$ cat src/rtl/divmod_pkg.sv
//------------------------------------------------------------------------------
// divmod_pkg: shared width default, FSM state and op encodings for divmod_ctrl
// Rev 1.0
//------------------------------------------------------------------------------
`default_nettype none

package divmod_pkg;

  localparam int DEF_WIDTH = 32;

  typedef enum logic [1:0] {
    IDLE   = 2'd0,
    DIVIDE = 2'd1,
    FINISH = 2'd2
  } state_t;

  localparam logic OP_DIV = 1'b0;
  localparam logic OP_MOD = 1'b1;

endpackage : divmod_pkg

`default_nettype wire

$ cat src/rtl/divmod_if.sv
//------------------------------------------------------------------------------
// divmod_if: request, shared-subtractor and result signals of divmod_ctrl
// Rev 1.0
//------------------------------------------------------------------------------
`default_nettype none

interface divmod_if #(
  parameter int WIDTH = divmod_pkg::DEF_WIDTH
);

  logic             start;
  logic             op;
  logic [WIDTH-1:0] a;
  logic [WIDTH-1:0] b;
  logic [WIDTH-1:0] sub_a;
  logic [WIDTH-1:0] sub_b;
  logic [WIDTH-1:0] sub_result;
  logic             busy;
  logic             done;
  logic             we;
  logic [WIDTH-1:0] result;
  logic [WIDTH-1:0] quotient;
  logic [WIDTH-1:0] remainder;
  logic             div_by_zero;

  modport master (
    output start, op, a, b, sub_result,
    input  sub_a, sub_b, busy, done, we, result, quotient, remainder, div_by_zero
  );

  modport slave (
    input  start, op, a, b, sub_result,
    output sub_a, sub_b, busy, done, we, result, quotient, remainder, div_by_zero
  );

endinterface : divmod_if

`default_nettype wire

$ cat src/rtl/divmod_dp.sv
//------------------------------------------------------------------------------
// divmod_dp: restoring shift-subtract datapath (Q/R/D registers, iteration count)
// Rev 1.0
//------------------------------------------------------------------------------
`default_nettype none

module divmod_dp
  import divmod_pkg::*;
#(
  parameter int WIDTH = DEF_WIDTH
) (
  input  wire logic             clk_i,
  input  wire logic             rst_i,
  input  wire logic             load_i,
  input  wire logic             step_i,
  input  wire logic             dz_i,
  input  wire logic [WIDTH-1:0] a_i,
  input  wire logic [WIDTH-1:0] b_i,
  input  wire logic [WIDTH-1:0] sub_result_i,
  output logic      [WIDTH-1:0] sub_a_o,
  output logic      [WIDTH-1:0] sub_b_o,
  output logic      [WIDTH-1:0] q_nxt_o,
  output logic      [WIDTH-1:0] r_nxt_o,
  output logic                  last_o
);

  localparam int              CNT_W    = $clog2(WIDTH);
  localparam logic [CNT_W-1:0] CNT_LAST = CNT_W'(WIDTH - 1);

  logic [WIDTH-1:0] q_q, q_d;
  logic [WIDTH-1:0] r_q, r_d;
  logic [WIDTH-1:0] d_q, d_d;
  logic [CNT_W-1:0] cnt_q, cnt_d;

  logic [WIDTH-1:0] trial;
  logic             carry;
  logic             ge;

  // The bit shifted out of R means trial >= 2^WIDTH > D, so it always subtracts.
  assign trial = {r_q[WIDTH-2:0], q_q[WIDTH-1]};
  assign carry = r_q[WIDTH-1];
  assign ge    = carry | (trial >= d_q);

  assign sub_a_o = step_i ? trial : '0;
  assign sub_b_o = step_i ? d_q   : '0;
  assign last_o  = (cnt_q == CNT_LAST);
  assign q_nxt_o = q_d;
  assign r_nxt_o = r_d;

  always_comb begin
    q_d   = q_q;
    r_d   = r_q;
    d_d   = d_q;
    cnt_d = cnt_q;
    if (load_i) begin
      d_d   = b_i;
      cnt_d = '0;
      if (dz_i) begin
        q_d = '1;
        r_d = a_i;
      end else begin
        q_d = a_i;
        r_d = '0;
      end
    end else if (step_i) begin
      r_d   = ge ? sub_result_i : trial;
      q_d   = {q_q[WIDTH-2:0], ge};
      cnt_d = cnt_q + 1'b1;
    end
  end

  always_ff @(posedge clk_i or posedge rst_i) begin
    if (rst_i) begin
      q_q   <= '0;
      r_q   <= '0;
      d_q   <= '0;
      cnt_q <= '0;
    end else begin
      q_q   <= q_d;
      r_q   <= r_d;
      d_q   <= d_d;
      cnt_q <= cnt_d;
    end
  end

endmodule : divmod_dp

`default_nettype wire

$ cat src/rtl/divmod_ctrl.sv
//------------------------------------------------------------------------------
// divmod_ctrl: multicycle unsigned divide/modulo sequencer using a shared subtractor
// Rev 1.0
//------------------------------------------------------------------------------
`default_nettype none

module divmod_ctrl
  import divmod_pkg::*;
#(
  parameter int WIDTH = DEF_WIDTH
) (
  input  wire logic clk_i,
  input  wire logic rst_i,
  divmod_if.slave   bus
);

  state_t state_q, state_d;

  logic             load;
  logic             step;
  logic             dz;
  logic             last;
  logic             capture;
  logic             op_sel;
  logic [WIDTH-1:0] q_nxt;
  logic [WIDTH-1:0] r_nxt;

  logic             op_q;
  logic             dbz_q;
  logic [WIDTH-1:0] quot_q;
  logic [WIDTH-1:0] rem_q;
  logic [WIDTH-1:0] res_q;

  divmod_dp #(
    .WIDTH(WIDTH)
  ) u_dp (
    .clk_i        (clk_i),
    .rst_i        (rst_i),
    .load_i       (load),
    .step_i       (step),
    .dz_i         (dz),
    .a_i          (bus.a),
    .b_i          (bus.b),
    .sub_result_i (bus.sub_result),
    .sub_a_o      (bus.sub_a),
    .sub_b_o      (bus.sub_b),
    .q_nxt_o      (q_nxt),
    .r_nxt_o      (r_nxt),
    .last_o       (last)
  );

  always_comb begin
    state_d = state_q;
    load    = 1'b0;
    step    = 1'b0;
    dz      = 1'b0;
    case (state_q)
      IDLE: begin
        if (bus.start) begin
          load    = 1'b1;
          dz      = (bus.b == '0);
          state_d = dz ? FINISH : DIVIDE;
        end
      end
      DIVIDE: begin
        step = 1'b1;
        if (last) state_d = FINISH;
      end
      FINISH:  state_d = IDLE;
      default: state_d = IDLE;
    endcase
  end

  always_ff @(posedge clk_i or posedge rst_i) begin
    if (rst_i) state_q <= IDLE;
    else       state_q <= state_d;
  end

  // Results are captured on the edge that enters FINISH so they are stable at Done.
  assign capture = (load && dz) || (step && last);
  assign op_sel  = load ? bus.op : op_q;

  always_ff @(posedge clk_i or posedge rst_i) begin
    if (rst_i) begin
      op_q   <= OP_DIV;
      dbz_q  <= 1'b0;
      quot_q <= '0;
      rem_q  <= '0;
      res_q  <= '0;
    end else begin
      if (load) begin
        op_q  <= bus.op;
        dbz_q <= dz;
      end
      if (capture) begin
        quot_q <= q_nxt;
        rem_q  <= r_nxt;
        res_q  <= (op_sel == OP_MOD) ? r_nxt : q_nxt;
      end
    end
  end

  assign bus.busy        = (state_q != IDLE);
  assign bus.done        = (state_q == FINISH);
  assign bus.we          = bus.done;
  assign bus.result      = res_q;
  assign bus.quotient    = quot_q;
  assign bus.remainder   = rem_q;
  assign bus.div_by_zero = dbz_q;

endmodule : divmod_ctrl

`default_nettype wire

$ cat src/flat_wrapper.sv
// flat-port wrapper written by rule: the top's interface ports become plain ports
module divmod_ctrl_flat import divmod_pkg::*;
#(
  parameter int WIDTH = DEF_WIDTH
)
  (clk_i, rst_i, bus_start, bus_op, bus_a, bus_b, bus_sub_result, bus_sub_a, bus_sub_b, bus_busy, bus_done, bus_we, bus_result, bus_quotient, bus_remainder, bus_div_by_zero);
  divmod_if #(.WIDTH(WIDTH)) bus_i ();
  input  wire logic clk_i;
  input  wire logic rst_i;
  input wire logic [$bits(bus_i.start)-1:0] bus_start;
  input wire logic [$bits(bus_i.op)-1:0] bus_op;
  input wire logic [$bits(bus_i.a)-1:0] bus_a;
  input wire logic [$bits(bus_i.b)-1:0] bus_b;
  input wire logic [$bits(bus_i.sub_result)-1:0] bus_sub_result;
  output wire logic [$bits(bus_i.sub_a)-1:0] bus_sub_a;
  output wire logic [$bits(bus_i.sub_b)-1:0] bus_sub_b;
  output wire logic [$bits(bus_i.busy)-1:0] bus_busy;
  output wire logic [$bits(bus_i.done)-1:0] bus_done;
  output wire logic [$bits(bus_i.we)-1:0] bus_we;
  output wire logic [$bits(bus_i.result)-1:0] bus_result;
  output wire logic [$bits(bus_i.quotient)-1:0] bus_quotient;
  output wire logic [$bits(bus_i.remainder)-1:0] bus_remainder;
  output wire logic [$bits(bus_i.div_by_zero)-1:0] bus_div_by_zero;
  assign bus_i.start = bus_start;
  assign bus_i.op = bus_op;
  assign bus_i.a = bus_a;
  assign bus_i.b = bus_b;
  assign bus_i.sub_result = bus_sub_result;
  assign bus_sub_a = bus_i.sub_a;
  assign bus_sub_b = bus_i.sub_b;
  assign bus_busy = bus_i.busy;
  assign bus_done = bus_i.done;
  assign bus_we = bus_i.we;
  assign bus_result = bus_i.result;
  assign bus_quotient = bus_i.quotient;
  assign bus_remainder = bus_i.remainder;
  assign bus_div_by_zero = bus_i.div_by_zero;
  divmod_ctrl #(.WIDTH(WIDTH)) u_core (.clk_i(clk_i), .rst_i(rst_i), .bus(bus_i));
endmodule
$ cat config.mk
export PLATFORM = sky130hd
export DESIGN_NAME = divmod_ctrl_flat
export DESIGN_NICKNAME = d
export VERILOG_FILES = /design/src/rtl/divmod_pkg.sv /design/src/rtl/divmod_if.sv /design/src/rtl/divmod_dp.sv /design/src/rtl/divmod_ctrl.sv /design/src/flat_wrapper.sv
export SDC_FILE = /design/constraint.sdc
export NUM_CORES = 1
export LEC_CHECK = 0
export CAP_MARGIN = 20
export CELL_PAD_IN_SITES_DETAIL_PLACEMENT = 1
export CELL_PAD_IN_SITES_GLOBAL_PLACEMENT = 1
export CORE_UTILIZATION = 37
export DETAILED_ROUTE_END_ITERATION = 6
export PLACE_DENSITY_LB_ADDON = 0.1
export SLEW_MARGIN = 30
export SYNTH_ARGS = -nofsm -noshare
export SYNTH_HDL_FRONTEND = slang
export SYNTH_SLANG_ARGS = --single-unit
$ cat constraint.sdc
create_clock -name clk_i -period 9.6 [get_ports clk_i]
set_clock_uncertainty 0.15 [all_clocks]
set_input_delay 1.92 -clock clk_i [delete_from_list [all_inputs] [get_ports clk_i]]
set_output_delay 1.92 -clock clk_i [all_outputs]
set_load 0.05 [all_outputs]
; Word level (Yosys, flattened, before mapping)
; Index checks and enable logic that the tools add are counted.
[totals]
ff_bits = 201
input_bits = 100
out_inout_bits = 164
word_cells = 48
[op_classes]
addsub = 1
order_cmp = 1
n_eq_ne = 5
muxes = 22
bitwise_logic = 1
reduce_logical = 8
[op_table]
columns = cell, n
row1 = 2-to-1 mux 32 bit, 10
row2 = >= comparator 32 bit, 1
row3 = logical NOT 32 bit, 1
row4 = 2-to-1 mux 5 bit, 2
row5 = 2-to-1 mux 1 bit, 6
row6 = 2-to-1 mux 2 bit, 3
row7 = adder 5 x 1 -> 5 bit (second input constant), 1
row8 = equality test 5 bit (second input constant), 1
row9 = one-hot mux 2 bit (2 select lines), 1
row10 = nonzero test 2 bit, 2
row11 = equality test 2 x 1 -> 1 bit (second input constant), 1
row12 = equality test 2 bit (second input constant), 1
row13 = logical AND 1 bit, 2
row14 = logical NOT 2 bit, 1
row15 = inequality test 2 x 1 -> 1 bit (second input constant), 1
row16 = inequality test 2 bit (second input constant), 1
row17 = AND reduction 2 bit, 1
row18 = logical OR 1 bit, 1
row19 = bitwise OR 1 bit, 1

; Longest topological paths before layout
; Gate-level depths: netlist of run 1.
[depth]
ltp_word = 6
mapped_depth = 11
depth_no_buf = 9

; Modules after synthesis
; A second synthesis of run 1 with hierarchy kept.
[unflattened]
hier_cells = 943
area_unflattened_um2 = 10515.1
[by_module_without_submodules]
columns = mod, n_inst, cells_each, area_each_um2, seq_area_each_um2
row1 = divmod_dp, 1, 675, 6289.8, 2527.4
row2 = divmod_ctrl, 1, 268, 4225.3, 2502.4

; Worst setup path before layout of run 1
; OpenSTA, ideal clock, no wires.
[synth_path]
path_type = reg-to-output
from = reg u_core.state_q[1]
to = out bus_sub_b[10]
arrival_time_ns = 1.922
t_required_ns = 7.530
slack_ns = 5.608
path_stages_with_launch = 7
path_buffers = 4
path_cell_list = dfrtp_1 nand2b_1 clkbuf_1 clkbuf_1 clkbuf_1 buf_1 nor2_1
[synth_between]
elab_chain_cells = 3
[synth_lines]
columns = element, line
row1 = "start, declared", divmod_ctrl.sv:17  ; state_t state_q, state_d;
row2 = "start signal, assigned", divmod_ctrl.sv:76  ; else state_q <= state_d;
row3 = equality test 2 x 1 -> 1 bit, divmod_ctrl.sv:57  ; case (state_q)
row4 = 2-to-1 mux 1 bit, divmod_ctrl.sv:57
row5 = 2-to-1 mux 32 bit, divmod_dp.sv:45  ; assign sub_b_o = step_i ? d_q : '0;
row6 = "end, declared", flat_wrapper.sv:16  ; output wire logic [$bits(bus_i.sub_b)-1:0] bus_sub_b;
; Every way passes these cells.

; Worst setup path after layout of run 1
[layout_path]
from = reg u_core.state_q[0]
to = out bus_sub_a[0]
[layout_between]
elab_chain_cells = 3
[layout_lines]
columns = element, line
row1 = equality test 2 x 1 -> 1 bit, divmod_ctrl.sv:57
row2 = 2-to-1 mux 1 bit, divmod_ctrl.sv:57
row3 = 2-to-1 mux 32 bit, divmod_dp.sv:44  ; assign sub_a_o = step_i ? trial : '0;
row4 = "end, declared", flat_wrapper.sv:15  ; output wire logic [$bits(bus_i.sub_a)-1:0] bus_sub_a;
; Every way passes these cells.

==> impl_results.md, run 1 <==
* Worst Path Class, Setup: reg -> out
* Clock buffer depth at 3
* Cell count after synthesis at 1086
* Detailed Route WL at 33700 um
* CTS resizes at 0
* Grt ovf at 0
* Hold WC Path Type: reg -> reg
* Sequential cell area fraction in the yosys report at 0.506
* Cts hold-fix bufs at 0
* Top_reg_cell synth: dfrtp_1
* Synth Area in Adders at 0.0428
* Post-synth ARST share at 1.00
* I/O Pins at 264
* Highest clock rate at 180 MHz
* Drc violations at 32
* Yosys top cell area share at 0.506
* Mean Syn Cell Area at 9.16 sq um
* Area leader, netlist: dfrtp_1
* Register clock-pin slew on the reported worst setup and hold paths at 60 ps
* Worst setup SP type: flip-flop
* WL/cell at 20.3 um
* # nets final at 1445
* Core area at 0.0262 sq mm
* CP Capture Type: output pin
* Largest net degree at the start of global routing at 100
* Post-route ant nets at 0
* Multiplexer area fraction after synthesis at 0.0343
* Final setup vio count at 0
* TritonCTS clock tree: yes
* CTS root buf: clkbuf_16
* Synth area leaders: dfrtp_1 51%, o21ai_0 6.4%, nand2_1 5.8%
* Arrival time at the worst endpoint at 3490 ps
* Minimum clock period at 5560 ps
* Drt via density at 5.35
* Xor/xnor cell area share of the yosys netlist at 0.000881
* Setup repair bufs after CTS at 0
* Syn Nets at 1220
* Outcome: complete, but fails checks
* CTS sink cnt at 201
* Die Y at 166 um
* Setup TNS at 0 ps
* Synth-to-Final Area Change at 36.6%
* Yosys reg bits at 201
* Largest family of logic cells by synthesized area: compound AO/OA/AOI/OAI gates
* RSZ-0062 raised after global routing: false
* CP max FO at 75
* Layout cells sized above 1 at 0.0497
* H-tree levels at 1
* Latest clock arrival within the worst-skew pair at 520 ps
* Die Wd at 166 um
* Simple-Gate Fraction of Synth Area at 0.177
* Number of global-route vias before repair at 9109
* Violated checks: DRC
* First-pass GRT wire length at 53100 um
* DP HPWL at 23600 um
* Top-count cell post-synth: dfrtp_1
* Starting Density at 0.380
* PortBufs at 263
* Total vias in the final route at 8909
* Die area at 0.0275 sq mm
* Global-route usage over all layers at 0.246
* YS warnings at 0
* Number of flops mapped to enable cells by yosys at 0
* CTS Buf Count at 24
* Max_cap viols at 0
* Max-slew violations at 0
* First-pass DRT Iterations at 7
* Post-synthesis compound-gate area fraction at 0.177
* Synth cell count leaders: 201 x dfrtp_1, 154 x nand2_1, 128 x o21ai_0
* Site row count at 59
* Final period util at 0.579
* Synth cell types at 43
* Slew @ Worst Pin at 833 ps
* Data required, critical path at 7530 ps
* Global placement routability congestion at 0.807
* Hold Vio Cnt, Final at 0
* Starting DRC count in detailed routing at 515
* Initial antenna violation count at 0
* Synthesized area at 0.00995 sq mm
* Slew headroom at 0.444
-- metal layers --
layer	global-route usage	routed length, um	part of all wire	vias up
li1	-	-	-	4231
met1	0.350	15600	0.46	4382
met2	0.382	15100	0.45	260
met3	0.0555	2460	0.073	36
met4	0.0512	560	0.017	0
met5	0	0	0	-
-- through the flow --
step / cells / hold WS [ps] / setup slack (ps) / utilization / instance area [sq um]
2_1_floorplan: 1086 / 313 / 2050 / - / 9950
3_3_place_gp: 1619 / 314 / 3880 / 0.488 / 12800
3_5_place_dp: 1620 / 326 / 3990 / 0.489 / 12800
4_1_cts: 1663 / 339 / 4000 / 0.519 / 13600
5_1_grt: 1663 / 364 / 3880 / 0.519 / 13600
6_report: 1664 / 335 / 4040 / 0.519 / 13600
-- cell usage in the layout (no fill, tap or decap), drive strengths merged, types with 2 or more instances in the layout --
cell,count
nand4,6
clkdlybuf4s50,263
a21oi,19
nor4,10
nor2b,2
o31ai,31
clkbuf,35
a211oi,2
inv,69
clkinv,7
dfrtp,201
and2,66
mux2i,33
a31oi,58
a22oi,32
o211a,6
a2111o,2
nand3,67
nand2,154
o21a,2
nor2,70
a21o,2
nand2b,3
buf,13
ha,34
o21ai,129
o211ai,2
-- kinds of logic (layout without fill, tap and decap cells) --
logic type / after synthesis / after routing
AND/OR/NAND/NOR: 381 / 381
buffers and inverters: 146 / 388
flip-flops: 201 / 201
other: 0 / 1
multiplexers: 34 / 34
XOR/XNOR: 1 / 1
AO/OA/AOI/OAI: 289 / 289
adder cells (fa/ha/maj): 34 / 34
-- state kept, by name, summed over array words and instances (netlist names) --
| name | flops |
|---|---|
| u_core.bus.remainder | 32 |
| u_core.u_dp.r_q | 32 |
| u_core.bus.quotient | 32 |
| u_core.bus.div_by_zero | 1 |
| u_core.state_q | 2 |
| u_core.u_dp.d_q | 32 |
| u_core.u_dp.cnt_q | 5 |
| u_core.u_dp.q_q | 32 |
| u_core.op_q | 1 |
| u_core.bus.result | 32 |
-- worst paths after layout --
check	from	end	slack [ps]	cells past startpoint
worst min-delay path	u_core.bus.quotient[5]	u_core.bus.quotient[5]	330	2
min in group asynchronous	rst_i	u_core.bus.result[25]	1770	2
worst max register to register	u_core.state_q[0]	u_core.bus.result[6]	5340	9
worst max-delay path	u_core.state_q[0]	bus_sub_a[0]	4040	5
worst min register to register	u_core.bus.quotient[5]	u_core.bus.quotient[5]	330	2
max in group asynchronous	rst_i	u_core.bus.quotient[22]	5590	4
-- area by class of cell --
type	instances	area, sq um
Multi-Input combinational cell	739	4340
Antenna cell	1	2.50
Clock buffer	35	713
Clock inverter	8	65.1
Timing Repair Buffer	276	2750
Tap cell	335	419
Fill cell	2979	12600
Inverter	69	269
Sequential cell	201	5030
-- critical path: stages, from the launching register on --
cell and delay (ps):
dfrtp_1 420, nor2b_4 620, buf_4 750, nand2_1 250, inv_1 110, clkdlybuf4s50_1 800
Power of run 1 is left out: the tool's default activity adds up to more than one toggle a clock period on the data nets, which glitch-free logic cannot reach.
==> inputs of run 2 (changes only) <==
- CORE_UTILIZATION: 37 -> 33
- clock period: 9.6 -> 5.1 ns (I/O delays scaled with it)
==> run 2 against run 1 <==
First-iteration DRC count increased by 14%. The run now ends clean. Utilization decreased by 5.4 points. Non-clock buffer count increased by 5. Global-route usage decreased by 2.2 points. Hold slack improved by 3.7 ps. Die area increased by 12%. Sequential cell count unchanged.
==> impl_results.md, run 2 (same netlist as run 1, synthesis figures left out) <==
* Outcome: complete, no violations
* Worst setup SP type: flip-flop
* H-tree levels at 1
* Data required, critical path at 3930 ps
* Die Y at 176 um
* Max-slew violations at 0
* CTS root buf: clkbuf_16
* Final period util at 0.776
* Layout cells sized above 1 at 0.0562
* Largest net degree at the start of global routing at 108
* Worst R2R Setup Slack at 1430 ps
* CP Capture Type: output pin
* Worst-case reg-to-reg path depth at 10
* Starting DRC count in detailed routing at 587
* First-pass DRT Iterations at 5
* Total vias in the final route at 8940
* Initial antenna violation count at 0
* RSZ-0062 raised after global routing: false
* Latest clock arrival within the worst-skew pair at 530 ps
* Min-Delay Path Depth at 2
* CP max FO at 31
* CP Depth at 4
* First-pass GRT wire length at 53600 um
* DP HPWL at 24700 um
* TritonCTS clock tree: yes
* Worst Path Class, Setup: reg -> out
* Arrival time at the worst endpoint at 2790 ps
* Most frequent cells in the layout: 263 x clkdlybuf4s50_1, 201 x dfrtp_1, 152 x nand2_1
* Die Wd at 176 um
* Detailed Route WL at 34100 um
* CP Buf/Inv Count at 2
* Hold WC Path Type: reg -> reg
* Core area at 0.0296 sq mm
* Global-route usage over all layers at 0.224
* CTS Buf Count at 25
* Hold Vio Cnt, Final at 0
* Slew @ Worst Pin at 869 ps
* Max_cap viols at 0
* # nets final at 1451
* Slew headroom at 0.418
* Minimum clock period at 3960 ps
* WL/cell at 19.7 um
* Crit-path slowest cell: clkdlybuf4s50_1
* Global placement routability congestion at 0.806
* Number of global-route vias before repair at 9056
* Top delay family on crit path: buffers and inverters
* Highest clock rate at 253 MHz
* Synth-to-Final Area Change at 38.5%
* I/O Pins at 264
* Setup TNS at 0 ps
* Cts hold-fix bufs at 0
* Die area at 0.0308 sq mm
* Register clock-pin slew on the reported worst setup and hold paths at 60 ps
* Site row count at 63
* Setup repair bufs after CTS at 0
* Final setup vio count at 0
* CP Cell Sequence: nand2b_2, buf_4, nor2_1, clkdlybuf4s50_1
* Starting Density at 0.336
* Max incr delay on CP at 820 ps
* Post-route ant nets at 0
* Clock buffer depth at 3
* Commonest non-fill, non-tap cell in the layout: clkdlybuf4s50_1
* Drt via density at 5.18
* PortBufs at 263
* Drc violations at 0
* CTS resizes at 0
* CTS sink cnt at 201
* Grt ovf at 0
-- run 2: cell types whose count changed in the layout (fill, tap and decap cells not counted), moves of 2 or more --
cell,delta
bufinv_16,+2
clkinv_2,+2
clkbuf_1,-3
clkinvlp_4,+3
buf_4,+2
buf_12,+4
clkbuf_8,-3
-- run 2: path summary, 6_finish.rpt --
path                                        start                       to
setup / recovery                u_core.state_q[1]            bus_sub_b[13]
min in group asynchronous                   rst_i  u_core.bus.quotient[25]
setup reg to reg              u_core.u_dp.q_q[31]    u_core.bus.result[31]
hold / removal             u_core.bus.quotient[3]   u_core.bus.quotient[3]
max in group asynchronous                   rst_i       u_core.u_dp.d_q[3]
hold reg to reg            u_core.bus.quotient[3]   u_core.bus.quotient[3]
-- run 2: per-layer routing --
metal | up-vias | share of wire | track usage
li1 | 4248 | - | -
met1 | 4396 | 0.47 | 0.322
met2 | 255 | 0.44 | 0.340
met3 | 41 | 0.069 | 0.0554
met4 | 0 | 0.018 | 0.0464
met5 | - | 0 | 0
-- run 2: cell type report --
cell class / instances / area, sq um
antenna: 1 / 2.50
clock buffer: 29 / 661
clock inverter: 16 / 168
fill: 3421 / 15900
inverter: 69 / 265
multi-input combinational: 739 / 4350
sequential: 201 / 5030
tap: 390 / 488
timing repair buffer: 281 / 2820
-- run 2: stage by stage --
stage          setup WS (ps)  cell area, sq um  std cells  hold slack [ps]  utilization
6_report                1140             13800       1726              339        0.465
5_1_grt                  916             13800       1725              382        0.465
4_1_cts                 1080             13800       1725              351        0.465
3_5_place_dp             621             12900       1680              338        0.437
3_3_place_gp             676             12900       1680              327        0.437
2_1_floorplan           1330              9950       1086              313            -
-- run 2: worst register-to-register path, cell delays in order, from the launching register on --
cell and delay [ps]:
dfrtp_1 390, inv_1 170, ha_1 250, nand2b_1 160, a2111o_1 420, a32oi_1 190
o211ai_1 220, a221oi_4 540, buf_4 440, mux2i_1 440, a31oi_1 150
Power of run 2 is left out for the same reason.
==> inputs of run 3 (changes only) <==
- clock period: 5.1 -> 3.2 ns (I/O delays scaled with it)
==> run 3 against run 2 <==
Global-route usage rose by 0.85 points. Non-clock buffer count rose by 59. Cell area rose by 3.8%. Critical path depth rose by 6. Cell count rose by 3.0%. Via count rose by 1.4%. Worst setup slack got worse by 1000 ps. Critical path type is now reg -> reg. Critical endpoint is now u_core.bus.result[11]. Largest cell class unchanged.
==> impl_results.md, run 3 (same netlist as run 1, synthesis figures left out) <==
* Arrival time at the worst endpoint at 3310 ps
* Hold Vio Cnt, Final at 0
* CP Buf/Inv Count at 2
* Slew @ Worst Pin at 598 ps
* Max-slew violations at 0
* # fillers at 3405
* Drc violations at 0
* Reg2reg start: u_core.u_dp.q_q[31]
* Drt via density at 5.10
* Final setup vio count at 0
* Final period util at 0.966
* Minimum clock period at 3090 ps
* Largest net degree at the start of global routing at 84
* Static Leak at 0.00632 uW
* CTS root buf: clkbuf_16
* Setup repair bufs after CTS at 0
* Worst Hold Launch: u_core.bus.quotient[3]
* Internal Power at 9470 uW
* TritonCTS clock tree: yes
* Detailed Route WL at 35600 um
* Core area at 0.0296 sq mm
* PortBufs at 263
* CP Capture Type: flip-flop
* Synth-to-Final Area Change at 43.8%
* CP max FO at 23
* Global-route usage over all layers at 0.233
* Cell Pwr Density at 1330 mW/mm^2
* Site row count at 63
* RSZ-0062 raised after global routing: true
* CTS Buf Count at 25
* Post-route ant nets at 0
* Number of global-route vias before repair at 9558
* CTS resizes at 0
* Starting Density at 0.336
* Clock buffer depth at 3
* I/O Pins at 264
* Most frequent cells in the layout: 202 x clkdlybuf4s50_1, 201 x dfrtp_1, 152 x nand2_1
* Grt ovf at 0
* Power share of the clock group at 0.136
* Die Wd at 176 um
* Logic pwr share at 0.625
* Total vias in the final route at 9065
* N_diodes at 0
* Non-Filler Instances at 1778
* Net Sw Frac at 0.502
* Commonest non-fill, non-tap cell in the layout: clkdlybuf4s50_1
* Peak VDD IR at 0.593 mV
* Outcome: complete, no violations
* Sw power at 9530 uW
* Worst Path Class, Setup: reg -> reg
* Highest clock rate at 324 MHz
* DP HPWL at 26400 um
* Max_cap viols at 0
* Die area at 0.0308 sq mm
* Global placement routability congestion at 0.796
* Hold WS at 329 ps
* Die Y at 176 um
* First-pass DRT Iterations at 4
* Latest clock arrival within the worst-skew pair at 520 ps
* Critical path origin: u_core.u_dp.q_q[31]
* Crit-path slowest cell: a221oi_4
* Register clock-pin slew on the reported worst setup and hold paths at 60 ps
* Max incr delay on CP at 400 ps
* H-tree levels at 1
* WL/cell at 20.0 um
* # nets final at 1510
* Slew headroom at 0.600
* Initial antenna violation count at 1
* Placed insts at 1739
* Layout cells sized above 1 at 0.131
* Top delay family on crit path: compound AO/OA/AOI/OAI gates
* Cts hold-fix bufs at 0
* First-pass GRT wire length at 55500 um
* Hold WC Path Type: reg -> reg
* Starting DRC count in detailed routing at 498
* CTS sink cnt at 201
* Worst setup SP type: flip-flop
* CP Cell Sequence: inv_1, ha_1, nand2b_1, a2111o_1, a32oi_1, o211ai_1, a221oi_4, buf_12, mux2i_1, a31oi_1
* Seq pwr share at 0.239
* Data required, critical path at 3420 ps
[run 3: cell type report]
cell class | count | area [sq um] | area share
tap | 390 | 488 | 0.0341
multi-input combinational | 739 | 4340 | 0.304
clock buffer | 39 | 728 | 0.0509
timing repair buffer | 340 | 3450 | 0.241
sequential | 201 | 5030 | 0.352
inverter | 69 | 265 | 0.0185
[run 3: tightest hold or removal path, stage by stage (launching register included)]
cell     delay, ps
dfrtp_1        340
nand2_1         50
o21ai_0         60
[run 3: worst paths after layout]
kind	end	slack, ps	cells past startpoint
setup / recovery	u_core.bus.result[11]	110	10
hold / removal	u_core.bus.quotient[3]	330	2
setup reg to reg	u_core.bus.result[11]	110	10
hold reg to reg	u_core.bus.quotient[3]	330	2
max in group asynchronous	u_core.bus.quotient[9]	1760	3
min in group asynchronous	u_core.u_dp.r_q[23]	390	2
[run 3: per-layer routing]
metal / vias to the layer above / track usage / wire length (um)
met3: 37 / 0.0465 / 2080
li1: 4343 / - / -
met4: 0 / 0.0478 / 623
met5: - / 0 / 0
met1: 4460 / 0.333 / 17000
met2: 225 / 0.364 / 15900
[run 3: per-stage QoR]
stage	utilization	setup TNS, ps	setup slack, ps	power (uW)	area [sq um]
after floorplan	-	-38660	-192	11900	9950
after global placement	0.458	-408	-28.7	16300	13600
after detailed placement	0.458	-2630	-99.4	16500	13600
after CTS	0.482	0	73.7	19200	14300
after global routing	0.483	-439	-49.3	20200	14300
final	0.483	0	110	19000	14300
[run 3: power by group through the flow]
| stage | combinational (uW) | clock (uW) | sequential (uW) |
|---|---|---|---|
| floorplan | 5970 | 0 | 5950 |
| global placement | 11800 | 0 | 4550 |
| detailed placement | 11900 | 0 | 4580 |
| CTS | 12000 | 2650 | 4550 |
| global route | 12800 | 2720 | 4680 |
| finish | 11900 | 2580 | 4540 |
Note: power is estimated with default switching activity, not from simulation.
